$ cat src/rtl/fifomult_param_if.sv
// rtl/fifomult_param_if.sv - operand/result bus for fifomult_param
interface fifomult_param_if #(
    parameter int DATA_W     = 16,
    parameter int FIFO_DEPTH = 4
);
    logic                              data_in_valid;
    logic [DATA_W-1:0]                 data_in;
    logic                              data_in_parity;
    logic                              signed_mode;
    logic                              data_out_ready;
    logic                              busy_out;
    logic [2*DATA_W-1:0]               data_out;
    logic                              data_out_parity;
    logic                              data_out_valid;
    logic                              data_in_parity_error;
    logic [$clog2(FIFO_DEPTH+1)-1:0]   fifo_count;

    modport master (
        output data_in_valid, data_in, data_in_parity, signed_mode, data_out_ready,
        input  busy_out, data_out, data_out_parity, data_out_valid,
               data_in_parity_error, fifo_count
    );

    modport slave (
        input  data_in_valid, data_in, data_in_parity, signed_mode, data_out_ready,
        output busy_out, data_out, data_out_parity, data_out_valid,
               data_in_parity_error, fifo_count
    );
endinterface

$ cat src/rtl/fifomult_param.sv
// rtl/fifomult_param.sv - parity-checked operand-pair collector, product FIFO and output register
module fifomult_param #(
    parameter int DATA_W     = 16,
    parameter int FIFO_DEPTH = 4
) (
    input  logic               clk,
    input  logic               rst,
    fifomult_param_if.slave    bus
);
    localparam int PTR_W = (FIFO_DEPTH > 1) ? $clog2(FIFO_DEPTH) : 1;
    localparam int CNT_W = $clog2(FIFO_DEPTH+1);
    localparam int PRD_W = 2*DATA_W;
    localparam logic [CNT_W-1:0] FULL_CNT = CNT_W'(FIFO_DEPTH);
    localparam logic [PTR_W-1:0] PTR_ONE  = PTR_W'(1);

    localparam logic [0:0] WAIT_A = 1'b0;
    localparam logic [0:0] WAIT_B = 1'b1;

    logic [0:0]        state_q, state_d;
    logic [DATA_W-1:0] a_q, a_d;
    logic              a_ok_q, a_ok_d;
    logic              sgn_q, sgn_d;
    logic              perr_q, perr_d;

    logic [PRD_W-1:0]  mem_q [FIFO_DEPTH];
    logic [PTR_W-1:0]  wr_ptr_q, wr_ptr_d;
    logic [PTR_W-1:0]  rd_ptr_q, rd_ptr_d;
    logic [CNT_W-1:0]  count_q, count_d;

    logic [PRD_W-1:0]  out_q, out_d;
    logic              out_par_q, out_par_d;
    logic              out_vld_q, out_vld_d;

    logic              busy;
    logic              sample;
    logic              word_ok;
    logic              push;
    logic              pop;
    logic [PRD_W-1:0]  a_ext, b_ext, product;

    assign busy    = (count_q == FULL_CNT);
    assign sample  = bus.data_in_valid && !busy;
    assign word_ok = ((^bus.data_in) == bus.data_in_parity);

    // Sign- or zero-extend to full width; the low 2*DATA_W bits of the product are exact either way.
    assign a_ext   = {{DATA_W{sgn_q & a_q[DATA_W-1]}}, a_q};
    assign b_ext   = {{DATA_W{sgn_q & bus.data_in[DATA_W-1]}}, bus.data_in};
    assign product = a_ext * b_ext;

    assign push = sample && (state_q == WAIT_B) && a_ok_q && word_ok;
    assign pop  = (count_q != '0) && (!out_vld_q || bus.data_out_ready);

    always_comb begin
        state_d = state_q;
        a_d     = a_q;
        a_ok_d  = a_ok_q;
        sgn_d   = sgn_q;
        perr_d  = 1'b0;
        if (sample) begin
            if (state_q == WAIT_A) begin
                a_d     = bus.data_in;
                a_ok_d  = word_ok;
                sgn_d   = bus.signed_mode;
                state_d = WAIT_B;
            end else begin
                perr_d  = !(a_ok_q && word_ok);
                state_d = WAIT_A;
            end
        end
    end

    always_comb begin
        wr_ptr_d = wr_ptr_q;
        rd_ptr_d = rd_ptr_q;
        count_d  = count_q + {{(CNT_W-1){1'b0}}, push} - {{(CNT_W-1){1'b0}}, pop};
        if (push) wr_ptr_d = wr_ptr_q + PTR_ONE;
        if (pop)  rd_ptr_d = rd_ptr_q + PTR_ONE;
    end

    always_comb begin
        out_d     = out_q;
        out_par_d = out_par_q;
        out_vld_d = out_vld_q;
        if (pop) begin
            out_d     = mem_q[rd_ptr_q];
            out_par_d = ^mem_q[rd_ptr_q];
            out_vld_d = 1'b1;
        end else if (out_vld_q && bus.data_out_ready) begin
            out_vld_d = 1'b0;
        end
    end

    always_ff @(posedge clk) begin
        if (rst) begin
            state_q   <= WAIT_A;
            a_q       <= '0;
            a_ok_q    <= 1'b0;
            sgn_q     <= 1'b0;
            perr_q    <= 1'b0;
            wr_ptr_q  <= '0;
            rd_ptr_q  <= '0;
            count_q   <= '0;
            out_q     <= '0;
            out_par_q <= 1'b0;
            out_vld_q <= 1'b0;
        end else begin
            state_q   <= state_d;
            a_q       <= a_d;
            a_ok_q    <= a_ok_d;
            sgn_q     <= sgn_d;
            perr_q    <= perr_d;
            wr_ptr_q  <= wr_ptr_d;
            rd_ptr_q  <= rd_ptr_d;
            count_q   <= count_d;
            out_q     <= out_d;
            out_par_q <= out_par_d;
            out_vld_q <= out_vld_d;
        end
    end

    // Storage needs no reset: the count gates every read.
    always_ff @(posedge clk) begin
        if (push) mem_q[wr_ptr_q] <= product;
    end

    assign bus.busy_out             = busy;
    assign bus.data_out             = out_q;
    assign bus.data_out_parity      = out_par_q;
    assign bus.data_out_valid       = out_vld_q;
    assign bus.data_in_parity_error = perr_q;
    assign bus.fifo_count           = count_q;
endmodule

$ cat src/flat_wrapper.sv
// flat-port wrapper written by rule: the top's interface ports become plain ports
module fifomult_param_flat 
#(
    parameter int DATA_W     = 16,
    parameter int FIFO_DEPTH = 4
)
  (clk, rst, bus_data_in_valid, bus_data_in, bus_data_in_parity, bus_signed_mode, bus_data_out_ready, bus_busy_out, bus_data_out, bus_data_out_parity, bus_data_out_valid, bus_data_in_parity_error, bus_fifo_count);
  fifomult_param_if #(.DATA_W(DATA_W), .FIFO_DEPTH(FIFO_DEPTH)) bus_i ();
  input  logic clk;
  input  logic rst;
  input wire logic [$bits(bus_i.data_in_valid)-1:0] bus_data_in_valid;
  input wire logic [$bits(bus_i.data_in)-1:0] bus_data_in;
  input wire logic [$bits(bus_i.data_in_parity)-1:0] bus_data_in_parity;
  input wire logic [$bits(bus_i.signed_mode)-1:0] bus_signed_mode;
  input wire logic [$bits(bus_i.data_out_ready)-1:0] bus_data_out_ready;
  output wire logic [$bits(bus_i.busy_out)-1:0] bus_busy_out;
  output wire logic [$bits(bus_i.data_out)-1:0] bus_data_out;
  output wire logic [$bits(bus_i.data_out_parity)-1:0] bus_data_out_parity;
  output wire logic [$bits(bus_i.data_out_valid)-1:0] bus_data_out_valid;
  output wire logic [$bits(bus_i.data_in_parity_error)-1:0] bus_data_in_parity_error;
  output wire logic [$bits(bus_i.fifo_count)-1:0] bus_fifo_count;
  assign bus_i.data_in_valid = bus_data_in_valid;
  assign bus_i.data_in = bus_data_in;
  assign bus_i.data_in_parity = bus_data_in_parity;
  assign bus_i.signed_mode = bus_signed_mode;
  assign bus_i.data_out_ready = bus_data_out_ready;
  assign bus_busy_out = bus_i.busy_out;
  assign bus_data_out = bus_i.data_out;
  assign bus_data_out_parity = bus_i.data_out_parity;
  assign bus_data_out_valid = bus_i.data_out_valid;
  assign bus_data_in_parity_error = bus_i.data_in_parity_error;
  assign bus_fifo_count = bus_i.fifo_count;
  fifomult_param #(.DATA_W(DATA_W), .FIFO_DEPTH(FIFO_DEPTH)) u_core (.clk(clk), .rst(rst), .bus(bus_i));
endmodule
$ cat config.mk
export PLATFORM = sky130hd
export DESIGN_NAME = fifomult_param_flat
export DESIGN_NICKNAME = d
export VERILOG_FILES = /design/src/rtl/fifomult_param_if.sv /design/src/rtl/fifomult_param.sv /design/src/flat_wrapper.sv
export SDC_FILE = /design/constraint.sdc
export NUM_CORES = 1
export LEC_CHECK = 0
export CELL_PAD_IN_SITES_DETAIL_PLACEMENT = 2
export CELL_PAD_IN_SITES_GLOBAL_PLACEMENT = 2
export CORE_AREA = 2 2 207 209
export DETAILED_ROUTE_END_ITERATION = 10
export DIE_AREA = 0 0 209 211
export PLACE_DENSITY = 0.87
export SYNTH_ARGS = -nofsm -noshare
export SYNTH_HDL_FRONTEND = slang
export SYNTH_SLANG_ARGS = --single-unit
$ cat constraint.sdc
create_clock -name clk -period 9.36 [get_ports clk]
set_input_delay 1.872 -clock clk [delete_from_list [all_inputs] [get_ports clk]]
set_output_delay 1.872 -clock clk [all_outputs]
set_load 0.02 [all_outputs]
Yosys cells after proc, flatten, opt, wreduce, memory -nomap -nowiden

Memories as Yosys holds them, arrays and structs flattened. A register that Yosys moved wholly into a read port is not among the register bits.
Index checks and enable logic that the tools add are counted.
W data, S select, Z words.

Mux-type cells: 7
Add/subtract/negate cells: 4
Eq/ne operators: 2
Bitwise operators: 4
Reduce and logical (&&, ||, !) cells: 17
$mul: 1

Operators by type and width:

| cell                  | number |
|---|---|
| $mul A17 B17 Y32      | 1 |
| $reduce_xor A32 Y1    | 1 |
| $reduce_xor A16 Y1    | 1 |
| $logic_and A1 B1 Y1   | 7 |
| $mux W1               | 5 |
| $add A2 B1 Y2 const B | 2 |
| $mux W2               | 2 |
| $add A3 B1 Y3         | 1 |
| $eq A3 B3 Y1 const B  | 1 |
| $logic_not A1 Y1      | 3 |
| $reduce_bool A3 Y1    | 1 |
| $reduce_or A3 Y1      | 1 |
| $sub A3 B1 Y3         | 1 |
| $and A1 B1 Y1         | 2 |
| $not A1 Y1            | 2 |
| $reduce_and A2 Y1     | 1 |
| $reduce_bool A2 Y1    | 1 |
| $eq A1 B1 Y1          | 1 |
| $logic_or A1 B1 Y1    | 1 |

Memories: 1
Output and inout port bits: 39
Bits in writable memories: 128
Bits in registers: 61
Input port bits: 22
Word-level logic and storage cells: 47

Memory list:

| memory       | depth | bits a word | read ports | clocked after memory_dff | wr ports | RTL line             | source |
|---|---|---|---|---|---|---|---|
| u_core.mem_q | 4     | 32          | 1          | 1                        | 1        | fifomult_param.sv:25 | `logic [PRD_W-1:0] mem_q [FIFO_DEPTH];` |

Longest topological paths before layout

Word-level depth: 8
Mapped depth: 25
Mapped depth without buffers: 24

Worst setup path after synthesis

Ideal clock, no wire load.

Path kind: input to register
From: input bus_data_in[2]
To: memory u_core.mem_q[0][30] (netlist bit) (data pin)
Setup time: 0.282 ns
Path slack: 1.526 ns
Buffers on the path: 2
Data arrival time: 7.552 ns
Stages: 23
Cell sequence: clkbuf_1 > clkbuf_1 > nand2_1 > inv_1 > fa_1 > inv_1 > fa_1 > inv_1 > fa_1 > fa_1 > fa_1 > inv_1 > fa_1 > inv_1 > ha_1 > a21o_1 > a21o_1 > a21o_1 > a21oi_1 > o21ai_0 > a2111oi_0 > or3b_2 > nand3_1

Word-level cells in the longest chain between the ends: 1

Ends and longest elaborated chain:

| element                | RTL line             | source |
|---|---|---|
| start: declaration     | flat_wrapper.sv:12   | `input wire logic [$bits(bus_i.data_in)-1:0] bus_data_in;` |
| $mul A17 B17 Y32       | fifomult_param.sv:48 | `assign product = a_ext * b_ext;` |
| via u_core.product[30] | fifomult_param.sv:39 | `logic [PRD_W-1:0] a_ext, b_ext, product;` |
| end: declaration       | fifomult_param.sv:25 |  |

The timed path passes the listed nets, and every way through them passes these cells.

Worst setup path after layout

Ends and elaborated chain as after synthesis.

==> summary.txt <==
Synth
  – Sequential area share after synthesis: 0.287
  – Predominant post-synthesis flop cell: edfxtp_1
  – Most numerous cell in the Yosys netlist: inv_1
  – Post-synth cell types: 49
  – Synth top area cells: fa_1 (32%), edfxtp_1 (22%), dfxtp_1 (7.1%)
  – Largest area contributor in the netlist: fa_1
  – Post-synthesis cell area: 0.0178 mm2
  – FFs w/ async S/R, synth: 0
  – Yosys warns: 0
  – Syn Area/Cell: 10.9 um2
  – Number of flops mapped to enable cells by yosys: 128
  – Area share of the largest cell type after synthesis: 0.319
  – Flops & latches, synth: 191
  – Syn Nets: 2018
  – Cells after Synth: 1625
  – Synth top cells by count: inv_1 (318), fa_1 (283), nand2_1 (218), and2_1 (128), edfxtp_1 (128)

Routing
  – Final WL: 60100 um
  – Drt pass-1 iters: 6
  – Mean number of vias per cell: 5.43
  – DRT iter0 DRCs: 690
  – DR WL/cell: 27.1 um
  – Post-route DRC: 0
  – Vias: 12000
  – Antenna violation net count after detailed routing: 0

Place
  – Final Wtd Congestion: 0.855
  – Placed wire-length estimate: 47100 um
  – Place WS: 0.0473 ns
  – I/O Buffers: 60

STA
  – TNS Setup: 0 ns
  – Period utilisation layout: 0.952
  – Clock skew: 0.0112 ns
  – Fmax: 112 MHz
  – Final WS setup: 0.447 ns
  – Final Slew Violations: 0
  – Hold slack: 0.467 ns
  – Hold Vio Cnt, Final: 0
  – Final worst path period need: 8.91 ns
  – Slew HR: 0.285
  – Final Setup Violations: 0
  – RSZ-0062 raised after global routing: false
  – Worst Max-Slew Pin Slew: 1.07 ns

Setup path
  – Setup crit end kind: flip-flop
  – Kind of critical path: primary input to flip-flop
  – Worst-path fanout max: 14
  – Worst EP arrival: 9.07 ns
  – Setup crit start kind: primary input
  – Req. time, crit path: 9.52 ns

CTS
  – Clock root cell: clkbuf_16
  – H-tree Lvls: 4
  – Clock buffer depth: 2
  – Clock slew at reported path FFs: 0.07 ns
  – CTS tree: yes
  – Hold buffer count at cts: 0
  – PostCTS Resize Cnt: 0
  – Post-CTS setup buffer count: 0
  – TritonCTS Buffers: 17
  – CTS sink count: 191
  – Insertion delay to the later sink of the worst-skew pair: 0.46 ns

Global route
  – Largest net degree at the start of global routing: 63
  – Grt total ovfl: 0
  – First-pass GRT wire length: 91600 um
  – Gr usage total: 0.285
  – Vias in the first global route: 14700
  – Initial antenna violation count: 2

Final layout
  – Net count, final: 2055
  – Share of layout cells above drive strength 1: 0.0603
  – Area grow syn2layout: 10.2%
  – Antenna Cells: 0

Outcome
  – Status: finished, final reports clean

Floorplan
  – Core Rows: 75
  – Die X: 209 um
  – Starting Density: 0.425
  – Total core area: 0.0418 mm2
  – Die Area: 0.0441 mm2
  – Top Ports: 61
  – Die H: 211 um

Run
  – Max Cap Violations: 0

Pwr
  – VDD IR max: 167 uV
  – Leakage: 8.77 nW
  – Pwr dens: 296 mW/mm2

Hold path
  – Hold Path Class: flip-flop to flip-flop
## per-layer routing
layer	track usage	vias up	routed length, um
li1	-	5067	-
met1	0.321	6394	22700
met2	0.521	373	31600
met3	0.0483	181	2600
met4	0.148	4	3150
met5	0	-	27
## power breakdown
group	total, mW	leakage [nW]	switching [mW]	internal (mW)
clock network	0.765	0.290	0.355	0.410
logic	3.60	6.81	2.24	1.35
registers	1.44	1.68	0.122	1.32
## cell usage in the layout, fill, tap and decap left out, types with 3 or more instances in the layout
master             n
inv_1            318
fa_1             283
nand2_1          218
and2_1           128
edfxtp_1         128
ha_1              88
xnor2_1           72
dfxtp_1           61
clkdlybuf4s50_1   59
a21oi_1           48
nor2_1            47
buf_4             33
mux4_2            24
mux2i_1           19
xor2_1            18
clkbuf_16         17
a21o_1            13
and3_1            10
nand3_1            8
o21ai_0            8
mux4_1             8
o21bai_1           7
nor3_1             5
or2_2              5
inv_6              4
nor2b_1            3
a211oi_1           3
## critical path: stages
cell,delay (ns)
clkdlybuf4s50_1,0.78
nand2_1,0.28
inv_1,0.12
fa_1,0.66
inv_1,0.19
fa_1,0.51
inv_1,0.06
fa_1,0.53
fa_1,0.53
fa_1,0.53
inv_1,0.05
fa_1,0.47
inv_1,0.05
ha_1,0.35
a21o_1,0.22
a21o_1,0.20
a21o_1,0.21
a21oi_1,0.23
o21ai_0,0.22
a2111oi_0,0.60
or3b_2,0.23
nand3_1,0.16
## sequential cells by signal, summed over array words and instances (netlist names), named ones only
name                             cells
u_core.rd_ptr_q                      2
u_core.wr_ptr_q                      2
u_core.mem_q                       128
u_core.bus.data_out_valid            1
u_core.state_q                       1
u_core.bus.data_out                 32
u_core.bus.fifo_count                3
u_core.a_ok_q                        1
u_core.bus.data_out_parity           1
u_core.a_q                          16
u_core.bus.data_in_parity_error      1
u_core.sgn_q                         1
## path summary, 6_finish.rpt
kind	from	end	slack [ns]	depth (start not counted)
worst max register to register	u_core.sgn_q$_SDFFE_PP0P_	u_core.mem_q[0][30]$_DFFE_PP_	1.66	22
worst max-delay path	bus_data_in[2]	u_core.mem_q[0][30]$_DFFE_PP_	0.45	22
worst min-delay path	u_core.bus.data_out[27]$_SDFFE_PP0P_	u_core.bus.data_out[27]$_SDFFE_PP0P_	0.47	2
worst min register to register	u_core.bus.data_out[27]$_SDFFE_PP0P_	u_core.bus.data_out[27]$_SDFFE_PP0P_	0.47	2
## area by class of cell
| cell class | count | area [um2] |
|---|---|---|
| tap | 539 | 674 |
| multi-input combinational | 1039 | 11100 |
| sequential | 191 | 5110 |
| clock buffer | 20 | 447 |
| timing repair buffer | 94 | 863 |
| inverter | 319 | 1200 |
| clock inverter | 12 | 154 |
| fill | 4176 | 22200 |
## per-stage QoR
stage / utilization / total power, mW / instance area [um2] / cells
after floorplan: - / 3.69 / 17800 / 1625
after global placement: 0.455 / 4.48 / 19000 / 2182
after detailed placement: 0.455 / 5.03 / 19000 / 2182
after CTS: 0.469 / 5.82 / 19600 / 2214
after global routing: 0.469 / 6.16 / 19600 / 2214
final: 0.469 / 5.80 / 19600 / 2214
## cell families (layout without fill, tap and decap cells)
logic type                 Yosys count  after routing  synth area share
muxes                               51             51            0.0530
and+or+nand+nor                    433            433             0.115
buffers and inverters              395            445            0.0861
AOI/OAI and AO/OA                   93             93            0.0325
adders and majority gates          371            371             0.381
xor gates and xnor gates            91             91            0.0456
DFF                                191            191             0.287
Note: power is estimated with default switching activity, not from simulation.
